--- src/rtl/apb_master_bridge.sv ---
// Single-outstanding APB3 initiator: turns a valid/ready request into one APB
// SETUP/ACCESS transfer and returns read data, slave error and timeout status.
`ifndef CFG_APB_DATA_WIDTH
`define CFG_APB_DATA_WIDTH 32
`endif

module apb_master_bridge #(
    parameter int APB_ADDR_WIDTH = 32,
    parameter int APB_DATA_WIDTH = `CFG_APB_DATA_WIDTH,
    parameter int TIMEOUT_CYCLES = 255
) (
    input  logic                      apb_pclk,
    input  logic                      apb_presetn,
    input  logic                      req_valid,
    output logic                      req_ready,
    input  logic                      req_write,
    input  logic [APB_ADDR_WIDTH-1:0] req_addr,
    input  logic [APB_DATA_WIDTH-1:0] req_wdata,
    output logic                      rsp_valid,
    input  logic                      rsp_ready,
    output logic [APB_DATA_WIDTH-1:0] rsp_rdata,
    output logic                      rsp_err,
    output logic                      rsp_timeout,
    output logic                      apb_psel,
    output logic                      apb_penable,
    output logic                      apb_pwrite,
    output logic [APB_ADDR_WIDTH-1:0] apb_paddr,
    output logic [APB_DATA_WIDTH-1:0] apb_pwdata,
    input  logic                      apb_pready,
    input  logic                      apb_pslverr,
    input  logic [APB_DATA_WIDTH-1:0] apb_prdata
);

    localparam int CNT_W = (TIMEOUT_CYCLES < 1) ? 1 : $clog2(TIMEOUT_CYCLES + 1);
    localparam logic [CNT_W-1:0] CNT_LAST = CNT_W'(TIMEOUT_CYCLES - 1);
    localparam bit TIMEOUT_EN = (TIMEOUT_CYCLES != 0);

    typedef enum logic [1:0] {
        IDLE,
        SETUP,
        ACCESS,
        RESP
    } state_t;

    state_t state;
    state_t state_next;
    logic [CNT_W-1:0] wait_cnt;
    logic timeout_hit;

    // The abort fires on the edge that would take the counter to TIMEOUT_CYCLES.
    assign timeout_hit = TIMEOUT_EN && (wait_cnt == CNT_LAST);

    always_ff @(posedge apb_pclk or negedge apb_presetn) begin
        if (!apb_presetn) begin
            state <= IDLE;
        end else begin
            state <= state_next;
        end
    end

    always_comb begin
        state_next = state;
        case (state)
            IDLE: begin
                if (req_valid) begin
                    state_next = SETUP;
                end
            end
            SETUP: begin
                state_next = ACCESS;
            end
            ACCESS: begin
                if (apb_pready || timeout_hit) begin
                    state_next = RESP;
                end
            end
            RESP: begin
                if (rsp_ready) begin
                    state_next = IDLE;
                end
            end
            default: begin
                state_next = IDLE;
            end
        endcase
    end

    always_comb begin
        req_ready   = (state == IDLE);
        rsp_valid   = (state == RESP);
        apb_psel    = (state == SETUP) || (state == ACCESS);
        apb_penable = (state == ACCESS);
    end

    // APB address/data persist after the transfer; response fields are only
    // written on the completing ACCESS edge, so they hold through RESP.
    always_ff @(posedge apb_pclk or negedge apb_presetn) begin
        if (!apb_presetn) begin
            apb_pwrite  <= 1'b0;
            apb_paddr   <= '0;
            apb_pwdata  <= '0;
            rsp_rdata   <= '0;
            rsp_err     <= 1'b0;
            rsp_timeout <= 1'b0;
            wait_cnt    <= '0;
        end else begin
            case (state)
                IDLE: begin
                    if (req_valid) begin
                        apb_pwrite <= req_write;
                        apb_paddr  <= req_addr;
                        apb_pwdata <= req_write ? req_wdata : '0;
                    end
                end
                SETUP: begin
                    wait_cnt <= '0;
                end
                ACCESS: begin
                    if (apb_pready) begin
                        rsp_err     <= apb_pslverr;
                        rsp_timeout <= 1'b0;
                        rsp_rdata   <= apb_pwrite ? '0 : apb_prdata;
                    end else begin
                        if (!(&wait_cnt)) begin
                            wait_cnt <= wait_cnt + 1'b1;
                        end
                        if (timeout_hit) begin
                            rsp_err     <= 1'b1;
                            rsp_timeout <= 1'b1;
                            rsp_rdata   <= '0;
                        end
                    end
                end
                default: begin
                end
            endcase
        end
    end

endmodule

--- config.mk ---
export PLATFORM = sky130hd
export DESIGN_NAME = apb_master_bridge
export DESIGN_NICKNAME = d
export VERILOG_FILES = /design/src/rtl/apb_master_bridge.sv
export SDC_FILE = /design/constraint.sdc
export NUM_CORES = 1
export LEC_CHECK = 0
export ABC_AREA = 1
export CAP_MARGIN = 10
export CORE_MARGIN = 5
export CORE_UTILIZATION = 45
export CTS_CLUSTER_DIAMETER = 60
export DETAILED_ROUTE_END_ITERATION = 8
export GPL_ROUTABILITY_DRIVEN = 0
export PLACE_DENSITY = 0.88
export SLEW_MARGIN = 20
export SYNTH_ARGS = -nofsm -noshare
export SYNTH_HDL_FRONTEND = slang
export SYNTH_SLANG_ARGS = --single-unit
--- constraint.sdc ---
create_clock -name apb_pclk -period 2.9 [get_ports apb_pclk]
set_input_delay 0.435 -clock apb_pclk [delete_from_list [all_inputs] [get_ports apb_pclk]]
set_output_delay 0.435 -clock apb_pclk [all_outputs]
set_load 0.05 [all_outputs]
==> impl_results.md, run 1 <==
* Total track usage at 20.4%
* Worst hold-check path type: input pin to asynchronous set/reset pin
* Syn nets at 629
* Reg2reg path depth at 7
* Initial antenna violation count at 0
* Multiplexer share of the synthesized area at 0%
* Peak VDD IR at 0.634 mV
* Antenna Nets Post-Route at 0
* Yosys top cell area share at 58.8%
* Layout cells sized above 1 at 9.61%
* Post-Syn Area at 4640 sq um
* XOR/XNOR share of the synthesized area at 0%
* Area share of fa/ha/maj cells after synthesis at 1.62%
* Crit path required time at 2.47 ns
* Initial core utilization at 45.5%
* Flops & latches, synth at 109
* FF-to-FF Start: state[0]
* Hold bufs inserted after CTS at 0
* Most common cell after layout, fill and taps aside: nand2_1
* Synth Instances at 520
* Skew final at 0.0106 ns
* Largest family of logic cells by synthesized area: simple AND/OR/NAND/NOR gates
* NumNets Final at 822
* Compound-gate portion of the synthesized area at 10.7%
* Area grow syn2layout at 50.1%
* R2r endpoint: apb_paddr[21]
* Syn_area_per_cell at 8.92 sq um
* Critical Path Sink: apb_penable
* Die width at 112 um
* Endpoints failing setup at 0
* Clock Latency Late Sink at 0.37 ns
* Htree depth at 3
* Type of origin of the critical path: register
* Max Freq at 0.373 GHz
* Slew margin rel. at 43.1%
* Sequential-to-total area share from yosys stat at 58.8%
* Unrepaired setup endpoints after global routing: false
* DR pass1 iterations at 5
* CTS tree: yes
* Crit. Startpoint: state[0]
* Worst Path Arrival at 2.25 ns
* Post-CTS resize count at 0
* Tmin final at 2.68 ns
* Pwr/cell area at 1210 nW/um^2
* Final Hold Violating Endpoints at 0
* Hold_ws at 0.179 ns
* # rows at 37
* CTS Root Cell: clkbuf_8
* First-pass GRT wire length at 21000 um
* Max Transition Viols Final at 0
* CORE AREA at 10200 sq um
* Worst setup EP type: primary output
* Cell taking the most area after synthesis: dfrtp_1
* Distinct cells, synth at 22
* Outcome: completed
* CTS sink cnt at 109
* Die height at 112 um
* Lkg Pwr at 3.13 nW
* I/O Pins at 206
* ANT cells at 0
* Post-route DRC at 0
* Setup bufs post-CTS at 0
* Dpl ws at 0.625 ns
* Worst-Margin Slew at 0.854 ns
* Maxcap violations at 0
* Synth Area in Simple Gates at 24.5%
* Largest net degree at the start of global routing at 71
* Inst Count DP at 838
* Yosys Warn Count at 0
* Die ar. at 12400 sq um
* Top cells by area, synth: dfrtp_1 59%, nand2_1 19%, o21ai_0 4.4%
* Fin worst setup slack at 0.218 ns
* Setup TNS at 0 ns
* Max Root-Sink Buffers at 2
* Routed wire per std cell at 14.5 um
* Routed WL at 12400 um
* Post-route insts no fill at 854
* Setup Crit Path Kind: register to primary output
* Grt ovf at 0
* Reg2Reg Setup Slack at 1.05 ns
* Worst-path maximum fanout at 12
* HPWL Detailed at 9370 um
* Most frequent cells in the layout: 233 x nand2_1, 204 x clkdlybuf4s50_1, 109 x dfrtp_1
* DR vias/cell at 4.85
* Starting DRT DRC Count at 290
* CTS clk-pin slew, worst paths at 0.09 ns
* Num CTS Buffers at 9
* DR vias at 4140
* Vias in the first global route at 4200
* Final Cycle Share at 92.5%
* Pwr Total at 8.41 mW
* IO buf count at 205
-- layer usage --
| metal | share of wire, % | vias up | global-route usage (%) |
|---|---|---|---|
| met5 | 0 | - | 0 |
| met4 | 2.5 | 0 | 6.33 |
| met3 | 8.1 | 26 | 6.85 |
| met2 | 48 | 160 | 33.3 |
| met1 | 42 | 1936 | 26.0 |
| li1 | - | 2018 | - |
-- area by class of cell --
class                           count  area (sq um)
Timing Repair Buffer              211          2130
Clock buffer                       11           131
Inverter                           14          52.6
Fill cell                         794          3220
Tap cell                          136           170
Multi-Input combinational cell    368          1710
Sequential cell                   109          2730
Clock inverter                      5          37.5
-- synth_stat cells --
library cell  number
nor2_1            10
nand4_1            2
dfrtp_1          109
clkbuf_2           1
o211ai_1           1
a21oi_1            2
buf_6              4
ha_1               6
buf_1              1
inv_1             14
nand3_1           10
o21ai_1           12
buf_2              9
nor2_2             1
nand2_2           23
nand2_1          234
o21ai_2           21
or2_2              1
o21ai_0           41
clkbuf_1          14
o21bai_1           3
o22ai_1            1
-- state kept, by name, indices dropped and copies added (netlist names) --
signal / cells
apb_paddr: 32
apb_pwdata: 32
apb_pwrite: 1
rsp_err: 1
rsp_rdata: 32
rsp_timeout: 1
state: 2
wait_cnt: 8
-- cell families after synthesis --
family,after synthesis
fa+ha+maj,6
simple gates,281
buf+inv,43
compound gates,81
flops,109
-- worst max-delay path, cell delays in order (launching register included) --
cell and delay, ns:
dfrtp_1 0.39, inv_1 0.12, ha_1 0.46, clkdlybuf4s50_1 0.91
-- worst min path at each step --
stage / start / to / slack, ns / depth (start not counted)
6_report: apb_presetn / state[0] / 0.18 / 1
2_1_floorplan: apb_presetn / apb_paddr[0] / 0.14 / 0
3_5_place_dp: apb_paddr[26] / apb_paddr[26] / 0.46 / 2
3_3_place_gp: apb_paddr[20] / apb_paddr[20] / 0.46 / 2
4_1_cts: apb_presetn / wait_cnt[6] / 0.20 / 1
5_1_grt: apb_presetn / apb_pwdata[16] / 0.24 / 1
-- where the power goes --
| group | internal (mW) | leakage, nW | total (mW) | switching, mW |
|---|---|---|---|---|
| logic | 1.63 | 1.63 | 5.07 | 3.45 |
| clock network | 0.315 | 0.0795 | 0.820 | 0.505 |
| registers | 2.14 | 1.42 | 2.51 | 0.372 |
-- through the flow --
step           cell area (sq um)  util (%)
3_5_place_dp                6790      66.7
5_1_grt                     6960      68.4
4_1_cts                     6960      68.4
2_1_floorplan               4640         -
3_3_place_gp                6790      66.7
6_report                    6960      68.4
Note: power is estimated with default switching activity, not from simulation.
==> inputs of run 2 (changes only) <==
--- a/config.mk
+++ b/config.mk
@@ -9,7 +9,6 @@
 export CAP_MARGIN = 10
 export CORE_MARGIN = 5
 export CORE_UTILIZATION = 45
-export CTS_CLUSTER_DIAMETER = 60
 export DETAILED_ROUTE_END_ITERATION = 8
 export GPL_ROUTABILITY_DRIVEN = 0
 export PLACE_DENSITY = 0.88
==> results of run 2 <==
The final DEF is identical to that of run 1; final timing and power are the same.
